==> config.mk <==
export PLATFORM = sky130hd
export DESIGN_NAME = mdu_ctrl
export DESIGN_NICKNAME = d
export VERILOG_FILES = /design/src/rtl/mdu_pkg.sv /design/src/rtl/mdu_datapath.sv /design/src/rtl/mdu_ctrl.sv
export SDC_FILE = /design/constraint.sdc
export NUM_CORES = 1
export LEC_CHECK = 0
export CORE_MARGIN = 2
export CORE_UTILIZATION = 45
export CTS_CLUSTER_DIAMETER = 80
export DETAILED_ROUTE_END_ITERATION = 7
export GPL_TIMING_DRIVEN = 0
export PLACE_DENSITY = 0.76
export REMOVE_ABC_BUFFERS = 1
export SLEW_MARGIN = 10
export SYNTH_ARGS = -nofsm -noshare
export SYNTH_HDL_FRONTEND = slang
export SYNTH_SLANG_ARGS = --single-unit
==> constraint.sdc <==
create_clock -name clk -period 4.25 [get_ports clk]
set_input_delay 0.425 -clock clk [delete_from_list [all_inputs] [get_ports clk]]
set_output_delay 0.425 -clock clk [all_outputs]
set_load 0.03 [all_outputs]
==> src/rtl/mdu_pkg.sv <==
// Shared definitions for the multiply/divide unit: default sizes, FSM state
// encodings and the operation selector.
package mdu_pkg;

  // Default operand width and the matching iteration-counter width.
  localparam int MDU_WIDTH = 32;
  localparam int MDU_CNTW  = 5;

  // Controller states.
  typedef enum logic [1:0] {
    ST_IDLE = 2'd0,
    ST_RUN  = 2'd1,
    ST_SIGN = 2'd2
  } mdu_state_e;

  // Operation held in the datapath for the duration of an iteration run.
  typedef enum logic {
    OP_MUL = 1'b0,
    OP_DIV = 1'b1
  } mdu_op_e;

endpackage

==> src/rtl/mdu_datapath.sv <==
// Iterative multiply/divide datapath.
// Operands are latched as magnitudes; the accumulator pair {acc_hi, acc_lo}
// is shifted once per step. For multiply acc_lo starts as |A| (the multiplier
// bits consumed from the LSB) and mcand holds |B|. For divide acc_lo starts as
// the dividend magnitude, mcand is the divisor magnitude and acc_hi is the
// partial remainder. The sign-corrected results are presented combinationally
// so the controller can capture them in its SIGN cycle.
module mdu_datapath
  import mdu_pkg::*;
#(
  parameter int WIDTH = MDU_WIDTH
) (
  input  logic             clk_i,
  input  logic             reset_i,
  input  logic             load_i,
  input  logic             step_i,
  input  mdu_op_e          op_i,
  input  logic             signed_i,
  input  logic [WIDTH-1:0] src_a_i,
  input  logic [WIDTH-1:0] src_b_i,
  output logic [WIDTH-1:0] res_hi_o,
  output logic [WIDTH-1:0] res_lo_o
);

  mdu_op_e          op_q,     op_d;
  logic             sign_a_q, sign_a_d;
  logic             sign_b_q, sign_b_d;
  logic [WIDTH-1:0] a_raw_q,  a_raw_d;
  logic [WIDTH-1:0] mcand_q,  mcand_d;
  logic [WIDTH-1:0] acc_hi_q, acc_hi_d;
  logic [WIDTH-1:0] acc_lo_q, acc_lo_d;

  // Operand sign detection and magnitude conversion at load time.
  logic             sa_in, sb_in;
  logic [WIDTH-1:0] mag_a, mag_b;

  assign sa_in = signed_i & src_a_i[WIDTH-1];
  assign sb_in = signed_i & src_b_i[WIDTH-1];
  assign mag_a = sa_in ? -src_a_i : src_a_i;
  assign mag_b = sb_in ? -src_b_i : src_b_i;

  // One shift-add step: the carry out of the add becomes the new MSB of hi,
  // and the LSB of the sum shifts down into lo.
  logic [WIDTH:0] add_sum;
  assign add_sum = {1'b0, acc_hi_q} + (acc_lo_q[0] ? {1'b0, mcand_q} : '0);

  // One restoring-divide step. The shifted remainder can need WIDTH+1 bits;
  // the subtract borrow (trial MSB) decides the quotient bit.
  logic [WIDTH:0] shifted, trial;
  assign shifted = {acc_hi_q, acc_lo_q[WIDTH-1]};
  assign trial   = shifted - {1'b0, mcand_q};

  // Load / step next-state for the operand and accumulator registers.
  always_comb begin
    op_d     = op_q;
    sign_a_d = sign_a_q;
    sign_b_d = sign_b_q;
    a_raw_d  = a_raw_q;
    mcand_d  = mcand_q;
    acc_hi_d = acc_hi_q;
    acc_lo_d = acc_lo_q;
    if (load_i) begin
      op_d     = op_i;
      sign_a_d = sa_in;
      sign_b_d = sb_in;
      a_raw_d  = src_a_i;
      mcand_d  = mag_b;
      acc_hi_d = '0;
      acc_lo_d = mag_a;
    end else if (step_i) begin
      if (op_q == OP_MUL) begin
        acc_hi_d = add_sum[WIDTH:1];
        acc_lo_d = {add_sum[0], acc_lo_q[WIDTH-1:1]};
      end else if (!trial[WIDTH]) begin
        acc_hi_d = trial[WIDTH-1:0];
        acc_lo_d = {acc_lo_q[WIDTH-2:0], 1'b1};
      end else begin
        acc_hi_d = shifted[WIDTH-1:0];
        acc_lo_d = {acc_lo_q[WIDTH-2:0], 1'b0};
      end
    end
  end

  // Datapath registers with synchronous reset.
  always_ff @(posedge clk_i) begin
    if (reset_i) begin
      op_q     <= OP_MUL;
      sign_a_q <= 1'b0;
      sign_b_q <= 1'b0;
      a_raw_q  <= '0;
      mcand_q  <= '0;
      acc_hi_q <= '0;
      acc_lo_q <= '0;
    end else begin
      op_q     <= op_d;
      sign_a_q <= sign_a_d;
      sign_b_q <= sign_b_d;
      a_raw_q  <= a_raw_d;
      mcand_q  <= mcand_d;
      acc_hi_q <= acc_hi_d;
      acc_lo_q <= acc_lo_d;
    end
  end

  // Sign fix-up of the finished accumulators.
  logic [2*WIDTH-1:0] prod, prod_fix;
  logic [WIDTH-1:0]   quot_fix, rem_fix;
  logic               div_zero;

  assign prod     = {acc_hi_q, acc_lo_q};
  assign prod_fix = (sign_a_q ^ sign_b_q) ? -prod : prod;
  assign quot_fix = (sign_a_q ^ sign_b_q) ? -acc_lo_q : acc_lo_q;
  assign rem_fix  = sign_a_q ? -acc_hi_q : acc_hi_q;
  assign div_zero = (mcand_q == '0);

  // Result select; divide-by-zero returns all-ones quotient and the raw
  // dividend as remainder, bypassing sign correction.
  always_comb begin
    res_hi_o = prod_fix[2*WIDTH-1:WIDTH];
    res_lo_o = prod_fix[WIDTH-1:0];
    if (op_q == OP_DIV) begin
      if (div_zero) begin
        res_hi_o = a_raw_q;
        res_lo_o = '1;
      end else begin
        res_hi_o = rem_fix;
        res_lo_o = quot_fix;
      end
    end
  end

endmodule

==> src/rtl/mdu_ctrl.sv <==
// Multiply/divide controller for the pipelined core. Owns HI/LO, sequences
// the iterative datapath for WIDTH cycles, and requests a pipeline stall
// while a decode-stage HI/LO access would race an operation in flight.
//
// state | meaning
// IDLE  | no operation; mthi/mtlo writes accepted; start latches operands
// RUN   | one datapath iteration per cycle, counter 0..WIDTH-1
// SIGN  | sign fix-up, result written to HI/LO, back to IDLE
module mdu_ctrl
  import mdu_pkg::*;
#(
  parameter int WIDTH = MDU_WIDTH,
  parameter int CNTW  = MDU_CNTW
) (
  input  logic             clk,
  input  logic             reset,
  input  logic             MdStartE,
  input  logic             MdDivE,
  input  logic             MdSignedE,
  input  logic [WIDTH-1:0] SrcAE,
  input  logic [WIDTH-1:0] SrcBE,
  input  logic             HiLoAccessD,
  input  logic             HiWriteW,
  input  logic             LoWriteW,
  input  logic [WIDTH-1:0] ResultW,
  output logic [WIDTH-1:0] Hi,
  output logic [WIDTH-1:0] Lo,
  output logic             MdBusy,
  output logic             StallMD
);

  localparam logic [CNTW-1:0] LAST_CNT = CNTW'(WIDTH - 1);

  mdu_state_e       state_q, state_d;
  logic [CNTW-1:0]  cnt_q,   cnt_d;
  logic [WIDTH-1:0] hi_q,    hi_d;
  logic [WIDTH-1:0] lo_q,    lo_d;

  logic             dp_load, dp_step;
  logic [WIDTH-1:0] res_hi,  res_lo;

  assign dp_load = (state_q == ST_IDLE) && MdStartE;
  assign dp_step = (state_q == ST_RUN);

  mdu_datapath #(
    .WIDTH (WIDTH)
  ) u_datapath (
    .clk_i    (clk),
    .reset_i  (reset),
    .load_i   (dp_load),
    .step_i   (dp_step),
    .op_i     (MdDivE ? OP_DIV : OP_MUL),
    .signed_i (MdSignedE),
    .src_a_i  (SrcAE),
    .src_b_i  (SrcBE),
    .res_hi_o (res_hi),
    .res_lo_o (res_lo)
  );

  // Next-state, iteration counter and HI/LO write selection.
  always_comb begin
    state_d = state_q;
    cnt_d   = cnt_q;
    hi_d    = hi_q;
    lo_d    = lo_q;
    unique case (state_q)
      ST_IDLE: begin
        if (MdStartE) begin
          state_d = ST_RUN;
          cnt_d   = '0;
        end
        if (HiWriteW) hi_d = ResultW;
        if (LoWriteW) lo_d = ResultW;
      end
      ST_RUN: begin
        cnt_d = cnt_q + 1'b1;
        if (cnt_q == LAST_CNT) state_d = ST_SIGN;
      end
      ST_SIGN: begin
        hi_d    = res_hi;
        lo_d    = res_lo;
        state_d = ST_IDLE;
      end
      default: begin
        state_d = ST_IDLE;
        cnt_d   = '0;
      end
    endcase
  end

  // State, counter and HI/LO registers; reset aborts any operation.
  always_ff @(posedge clk) begin
    if (reset) begin
      state_q <= ST_IDLE;
      cnt_q   <= '0;
      hi_q    <= '0;
      lo_q    <= '0;
    end else begin
      state_q <= state_d;
      cnt_q   <= cnt_d;
      hi_q    <= hi_d;
      lo_q    <= lo_d;
    end
  end

  // Busy includes the start cycle itself so the instruction right behind a
  // start is already held off.
  assign MdBusy  = (state_q != ST_IDLE) || MdStartE;
  assign StallMD = MdBusy && HiLoAccessD;
  assign Hi      = hi_q;
  assign Lo      = lo_q;

  // A start while busy would be silently dropped; the hazard unit must
  // never let that happen.
  a_no_start_when_busy : assert property (
    @(posedge clk) disable iff (reset) !(MdStartE && (state_q != ST_IDLE))
  );

endmodule

# Word level (Yosys, flattened, before mapping)

Cells that the tools add are included.

Input bits: 104
Output and inout bits: 66
Flip-flop bits (word level): 202
Logic and storage cells: 69

Bitwise gates (word level): 4
Reduce and logical (&&, ||, !) cells: 13
Muxes and demuxes: 26
Equality and inequality tests: 7
Add/subtract/negate cells: 8

Operator list:

| kind                  | count |
|---|---|
| $mux W32              | 16 |
| $neg A32 Y32          | 4 |
| $pmux W32 S2          | 2 |
| $mux W64              | 1 |
| $neg A64 Y64          | 1 |
| $add A32 B33 Y33      | 1 |
| $sub A33 B32 Y33      | 1 |
| $logic_not A32 Y1     | 1 |
| $pmux W5 S3           | 1 |
| $reduce_and A2 Y1     | 4 |
| $ne A2 B2 Y1 const B  | 3 |
| $reduce_bool A2 Y1    | 3 |
| $add A5 B1 Y5 const B | 1 |
| $eq A5 B5 Y1 const B  | 1 |
| $mux W5               | 1 |
| $mux W2               | 2 |
| $pmux W2 S2           | 1 |
| $and A1 B1 Y1         | 2 |
| $eq A2 B1 Y1 const B  | 1 |
| $eq A2 B2 Y1 const B  | 1 |
| $logic_and A1 B1 Y1   | 2 |
| $logic_not A2 Y1      | 1 |
| $mux W1               | 2 |
| $ne A2 B1 Y1 const B  | 1 |
| other kinds (4)       | 4 |

# Longest topological paths before layout

Gate-level depths: netlist of the first run.

Word-level depth: 5
Depth in mapped cells: 15
Mapped depth without buffers: 13

# Modules after synthesis

A second synthesis of the first run with hierarchy kept.

Cells, all modules: 2238
Area, all modules: 16435.8 um^2

Modules (own cells, without submodules):

| module       | area each (um^2) | cells an instance | seq. area each (um^2) | instances |
|---|---|---|---|---|
| mdu_datapath | 13406.6          | 1876              | 2622.5                | 1 |
| mdu_ctrl     | 3029.2           | 362               | 1421.4                | 1 |

# Worst setup path before layout of the first run

No wires, ideal clock.

Path type: reg-to-reg
Start: reg u_datapath.acc_lo_q[31]
End: reg u_datapath.acc_hi_q[25]
Path slack: 1.001 ns
Setup time: 0.124 ns
Arrival time: 3.126 ns
Stages on the path, launching flop included: 15
Cell sequence: dfxtp_1 -> inv_1 -> ha_1 -> fa_1 -> nand2b_1 -> a21oi_1 -> a2111oi_0 -> o21a_1 -> a211oi_1 -> o21ai_0 -> nand3b_1 -> buf_2 -> mux2_2 -> a222oi_1 -> nor2_1

Word-level cells in the longest chain between the ends: 3

Ends and longest elaborated chain:

| element                | RTL line            | RTL |
|---|---|---|
| start, declared        | mdu_datapath.sv:31  | `logic [WIDTH-1:0] acc_lo_q, acc_lo_d;` |
| start signal, assigned | mdu_datapath.sv:101 | `acc_lo_q <= acc_lo_d;` |
| $sub A33 B32 Y33       | mdu_datapath.sv:51  | `assign trial = shifted - {1'b0, mcand_q};` |
| $mux W32               | mdu_datapath.sv:74  | `end else if (!trial[WIDTH]) begin` |
| $mux W32               | mdu_datapath.sv:71  | `if (op_q == OP_MUL) begin` |
| end signal, assigned   | mdu_datapath.sv:100 | `acc_hi_q <= acc_hi_d;` |
| end, declared          | mdu_datapath.sv:30  | `logic [WIDTH-1:0] acc_hi_q, acc_hi_d;` |

Every way passes these cells.
A chain may end at the register's enable or synchronous reset.

# Worst setup path in the final report of the first run

Start: reg u_datapath.acc_lo_q[31]
End: reg u_datapath.acc_hi_q[17]

Same word-level chain as after synthesis.

==> results of run 1 <==
metal layers:
layer | global-route usage | vias up
met5 | 0 | -
met4 | 0.0885 | 0
met3 | 0.0287 | 96
met2 | 0.445 | 640
met1 | 0.359 | 7525
li1 | - | 8003
kinds of logic (layout without fill, tap and decap cells):
family,count (synthesis),count (layout),share of synthesized area
flip-flops,202,202,0.255
XOR/XNOR,179,179,0.0988
AO/OA/AOI/OAI,709,709,0.281
other,0,1,0
multiplexers,54,54,0.0346
adder cells (fa/ha/maj),72,72,0.0577
AND/OR/NAND/NOR,751,751,0.218
buffers and inverters,224,293,0.0549
how the worst max path moves through the flow:
stage / end / slack (ns)
after CTS: Hi[30]$_SDFFE_PP0P_ / 0.07
after global placement: u_datapath.acc_hi_q[5]$_SDFFE_PP0P_ / -7.71
final: u_datapath.acc_hi_q[17]$_SDFFE_PP0P_ / 0.27
after global routing: u_datapath.acc_hi_q[29]$_SDFFE_PP0P_ / 0.05
after floorplan: u_datapath.acc_hi_q[11]$_SDFFE_PP0P_ / -2.95
after detailed placement: u_datapath.acc_hi_q[17]$_SDFFE_PP0P_ / -0.09
sequential cells by signal, indices dropped and copies added (netlist names):
signal / count
Hi: 32
state_q: 2
u_datapath.sign_a_q: 1
u_datapath.op_q: 1
u_datapath.sign_b_q: 1
u_datapath.a_raw_q: 32
u_datapath.acc_hi_q: 32
Lo: 32
cnt_q: 5
u_datapath.acc_lo_q: 32
u_datapath.mcand_q: 32
layout make-up:
| class | count | area share |
|---|---|---|
| tap | 455 | 0.0303 |
| inverter | 60 | 0.0122 |
| clock inverter | 6 | 0.00427 |
| sequential | 202 | 0.216 |
| antenna | 1 | 0.000133 |
| multi-input combinational | 1765 | 0.588 |
| timing repair buffer | 190 | 0.110 |
| clock buffer | 36 | 0.0387 |
| timing repair inverter | 1 | 0.000267 |
through the flow:
step,instance area (sq um),cells,hold WS (ns),util,worst slack (ns)
floorplan,15200,2027,0.427,-,-2.95
global placement,17500,2651,0.439,0.505,-7.71
detailed placement,17900,2667,0.444,0.517,-0.0929
CTS,18700,2709,0.318,0.540,0.0715
global route,18800,2715,0.349,0.542,0.0495
finish,18800,2716,0.309,0.542,0.265
layout by cell type (no fill, tap or decap), types with 14 or more instances in the layout:
master and count:
nand3_1 28, mux2i_1 48, nand2_1 263, xor2_1 88, inv_1 59, o211ai_1 32, ha_1 70, xnor2_1 89
nor3_1 51, nor2_1 243, o21ai_0 137, o221ai_1 41, a21o_1 25, o31ai_1 32, or2_2 14, a21oi_1 246
dfxtp_1 200, nor4_1 25, clkdlybuf4s50_1 168, clkbuf_16 25, a211oi_1 72, or3_1 27, nand2b_1 18, a31oi_1 20
synthesized netlist by cell type (6+ instances only):
cell type    n  area, sq um
a21oi_1    246         1230
a31o_2       6         52.6
o21bai_1     9         67.6
ha_1        70          876
o221ai_1    41          359
nand4_1     13         81.3
a211oi_1    73          548
nor2_1     248          931
clkbuf_1   135          507
nand3_1     28          140
o21a_1       8         60.1
nand2b_1    20          125
a31oi_1     20          125
buf_2       12         60.1
xor2_1      89          780
nand2_1    263          987
mux2i_1     48          480
dfxtp_1    202         4040
o31ai_1     32          240
or2_2       14         87.6
nor2b_1     13         81.3
nor4_1      25          156
o21ai_1      8         40.0
a21o_1      25          188
o21ai_0    138          691
inv_1       60          225
a2111oi_0   13          114
and3_1       9         56.3
o41ai_1      8         70.1
o211ai_1    32          240
or3_1       27          169
mux2_2       6         67.6
buf_1       15         56.3
a311oi_1     8         70.1
nor3_1      51          255
xnor2_1     90          788
or4_1        9         67.6
where the power goes:
| group | internal (mW) | switching [mW] | total [mW] |
|---|---|---|---|
| clock | 1.25 | 0.839 | 2.09 |
| combinational | 0.789 | 1.12 | 1.91 |
| sequential | 2.03 | 0.186 | 2.22 |
| total | 4.07 | 2.14 | 6.21 |
repair_timing:
item | 4_1_cts | 5_1_grt
resized for setup | 1 | 1
setup endpoints to repair | 9 | 23
cloned | 0 | 1
setup buffers | 0 | 4
==> impl_metrics.json, run 1 <==
{
  "tritoncts": "built",
  "gp_congestion": 0.961,
  "cts_hold_buf": 0,
  "finClkSkew_ns": 0.0287,
  "num_rows": 68,
  "first_pass_iters": 5,
  "wl_met3_mm": 3.61,
  "tightest_slew_ns": 1.09,
  "wl_per_cell_um": 18.7,
  "cts_buffer_depth": 3,
  "post-route-period-util": 0.938,
  "worst-path-buf-inv": 3,
  "fin_total_pwr_mw": 6.21,
  "fillers": 3264,
  "synth_ff_type": "dfxtp_1",
  "drt-vias-per-instance": 5.99,
  "clock.fmax_ghz": 0.251,
  "drt_iter0_drc": 1311,
  "critical_path.top_delay_family": "compound AO/OA/AOI/OAI gates",
  "cts.clk_slew.worst_paths_ns": 0.06,
  "yosysSeqAreaShare": 0.255,
  "critPathMaxFanout": 16,
  "seqCellArea_sq_um": 4050,
  "fin_tns_setup_ns": 0,
  "yosys_warnings": 0,
  "wl_met2_mm": 23.1,
  "clk_latency_ns": 0.56,
  "grt_pass1_vias": 15300,
  "synth-seq-cells": 202,
  "drc": 0,
  "irDropWorstVdd_v": 0.000282,
  "hp-class": "in -> reg",
  "synth.cell_area_sq_um": 15900,
  "path_cells": "inv_1 -> ha_1 -> fa_1 -> nand2b_1 -> a21oi_1 -> a2111oi_0 -> o21a_1 -> a211oi_2 -> o21ai_0 -> nand3b_1 -> buf_4 -> buf_8 -> mux2_2 -> a21oi_1 -> a21oi_1",
  "worst_ep_required_time_ns": 4.66,
  "max_stage_delay_ns": 0.48,
  "critPathLaunchType": "flop",
  "portBuffers": 169,
  "synth-edff-count": 0,
  "grt_overflow_total": 0,
  "cts.sinks": 202,
  "synth.distinct_cells": 75,
  "highest_layer": "met4",
  "multi_input_area_sq_um": 11000,
  "maxSlewHeadroom": 0.272,
  "initial_utilization": 0.458,
  "areaGrowthSynthToFinish_pct": 18.3,
  "cts_htree_levels": 1,
  "rrSetupSlack_ns": 0.27,
  "grt_pass1_wl_mm": 80.1,
  "p_leak_nw": 7.08,
  "cp.arrival_ns": 4.39,
  "crit_cells": 15,
  "r2r_start": "u_datapath.acc_lo_q[31]$_SDFFE_PP0P_",
  "grt_max_degree": 98,
  "status": "finished clean",
  "drive_gt1_frac": 0.0527,
  "hold_end": "Hi[4]$_SDFFE_PP0P_",
  "path_class": "reg -> reg",
  "worst_setup_path_end_kind": "flop",
  "syn_avg_cell_area_sq_um": 7.24,
  "ant_nets": 0,
  "wl_mm": 50.8,
  "min-delay-start": "reset",
  "startpoint": "u_datapath.acc_lo_q[31]$_SDFFE_PP0P_",
  "r2r_cells": 15,
  "via_count": 16300,
  "ys_async_sr_fraction": 0,
  "drv_slew": 0,
  "rsz0062_at_grt": "false",
  "io_pins": 170,
  "dieHeight_um": 192,
  "syn_inst": 2191,
  "track_usage": 0.267,
  "die_w_um": 192,
  "critical_path.most_common_cell": "a21oi_1",
  "slowest_stage": "dfxtp_1",
  "drv_cap": 0,
  "cts_buffers": 25,
  "die_area_sq_um": 36800,
  "dpl.hpwl_mm": 37.4,
  "hold_depth": 2,
  "post-route-min-period_ns": 3.98,
  "finalSetupViolations": 0,
  "antenna_found_initial": 0,
  "wl_met1_mm": 22.4,
  "p_per_area_nw_per_um2": 331,
  "r2r_end": "u_datapath.acc_hi_q[17]$_SDFFE_PP0P_",
  "root_buffer": "clkbuf_16",
  "core_sq_um": 34600,
  "finalHoldViolations": 0,
  "fin_nets": 2421
}
Power figures use the tool's default switching activity.
==> inputs of run 2 (changes only) <==
Settings changed: PLACE_DENSITY 0.76 to default, PLACE_DENSITY_LB_ADDON from default to 0.2.
Clock period 4.25 ns to 3.45 ns, I/O delays scaled along.
==> impl_metrics.json, run 2 (same netlist as run 1, synthesis figures left out) <==
{
  "drv_cap": 0,
  "critPathLaunchType": "flop",
  "critPathMaxFanout": 9,
  "antenna_found_initial": 0,
  "drc": 0,
  "dpl.hpwl_mm": 37.6,
  "core_sq_um": 34600,
  "wl_per_cell_um": 18.8,
  "clock.fmax_ghz": 0.299,
  "path_cells": "or4_1 -> or4_1 -> or2_1 -> or3_1 -> o21ai_1 -> xor2_1 -> o21ai_0 -> o211ai_1 -> a21oi_1",
  "first_pass_iters": 5,
  "finish.utilization": 0.555,
  "layout_common_cells": "nand2_1, nor2_1, a21oi_1",
  "maxSlewHeadroom": 0.240,
  "finClkSkew_ns": 0.0190,
  "critical_path.most_common_cell": "or4_1",
  "drt-vias-per-instance": 5.94,
  "portBuffers": 169,
  "diodes": 0,
  "finalHoldViolations": 0,
  "grt_pass1_vias": 15300,
  "cts_htree_levels": 1,
  "cp.arrival_ns": 3.83,
  "tightest_slew_ns": 1.14,
  "hp-class": "in -> reg",
  "via_count": 16300,
  "max_stage_delay_ns": 0.58,
  "status": "finished clean",
  "ant_nets": 0,
  "drv_slew": 0,
  "drive_gt1_frac": 0.0785,
  "die_w_um": 192,
  "io_pins": 170,
  "cts.clk_slew.worst_paths_ns": 0.06,
  "root_buffer": "clkbuf_16",
  "wl_mm": 51.3,
  "initial_utilization": 0.458,
  "irDropWorstVdd_v": 0.000356,
  "clk_latency_ns": 0.56,
  "cts_buffer_depth": 3,
  "worst-path-buf-inv": 0,
  "p_leak_nw": 7.25,
  "grt_pass1_wl_mm": 81.4,
  "critical_path.top_delay_family": "simple AND/OR/NAND/NOR gates",
  "p_per_area_nw_per_um2": 423,
  "cts.sinks": 202,
  "areaGrowthSynthToFinish_pct": 21.2,
  "drt_iter0_drc": 1225,
  "die_area_sq_um": 36800,
  "tritoncts": "built",
  "num_rows": 68,
  "worst_setup_path_end_kind": "flop",
  "final_common_cell": "nand2_1",
  "fin_nets": 2436,
  "grt_overflow_total": 0,
  "fillers": 3331,
  "worst_ep_required_time_ns": 3.93,
  "grt_max_degree": 89,
  "gp_congestion": 0.951,
  "slowest_stage": "or4_1",
  "cts_buffers": 27,
  "post-route-period-util": 0.970,
  "path_class": "reg -> reg",
  "whs_ns": 0.253,
  "track_usage": 0.272,
  "dieHeight_um": 192,
  "cts_hold_buf": 0,
  "post-route-min-period_ns": 3.35,
  "finalSetupViolations": 0
}
-- run 2: cell types whose count changed in the layout (fill, tap and decap cells not counted), sizes merged --
cell    before  now
bufinv       1    4
inv         60   62
buf         22   35
clkinv       3    6
diode        1    0
-- run 2: final cells by class --
type,instances,area (sq um),area share
Timing Repair inverter,1,7.51,0.000390
Timing Repair Buffer,203,2190,0.114
Sequential cell,202,4070,0.211
Tap cell,455,569,0.0296
Inverter,60,235,0.0122
Multi-Input combinational cell,1765,11200,0.584
Clock inverter,14,191,0.00996
Clock buffer,36,739,0.0385
-- run 2: path summary, 6_finish.rpt --
| kind | depth (start not counted) | slack (ns) | startpoint | end |
|---|---|---|---|---|
| hold reg to reg | 2 | 0.45 | Lo[3]$_SDFFE_PP0P_ | Lo[3]$_SDFFE_PP0P_ |
| setup reg to reg | 9 | 0.10 | u_datapath.acc_hi_q[12]$_SDFFE_PP0P_ | Hi[23]$_SDFFE_PP0P_ |
| hold / removal | 2 | 0.25 | reset | Hi[4]$_SDFFE_PP0P_ |
| setup / recovery | 9 | 0.10 | u_datapath.acc_hi_q[12]$_SDFFE_PP0P_ | Hi[23]$_SDFFE_PP0P_ |
-- run 2: where the power goes --
group | leakage, nW | internal, mW | switching (mW)
combinational | 5.12 | 1.05 | 1.40
sequential | 1.67 | 2.50 | 0.232
clock | 0.461 | 1.81 | 1.13
total | 7.25 | 5.36 | 2.77
-- run 2: repair_timing --
action                                  in CTS  in global routing
pin swaps                                    5                 11
cloned                                       1                  0
gates resized for setup                     32                 32
setup buffers                                7                 10
endpoints found under the setup margin      56                 35
-- run 2: stage by stage --
stage	total power [mW]	setup slack [ns]	instances	setup TNS, ns	instance area, sq um
floorplan	4.24	-3.75	2027	-348.34	15200
global placement	5.01	-8.66	2651	-978.87	17500
detailed placement	5.05	-0.912	2667	-32.53	17900
CTS	8.05	0.00489	2725	0	19000
global route	8.52	-0.0637	2736	-0.130	19200
finish	8.13	0.104	2736	0	19200
-- run 2: metal layers --
layer	vias to the layer above	GRT usage	wire (um)	share of wire
met5	-	0	0	0
met4	0	0.0926	1450	0.028
met3	90	0.0296	3460	0.067
met2	565	0.447	23200	0.45
met1	7548	0.370	23200	0.45
li1	8053	-	-	-
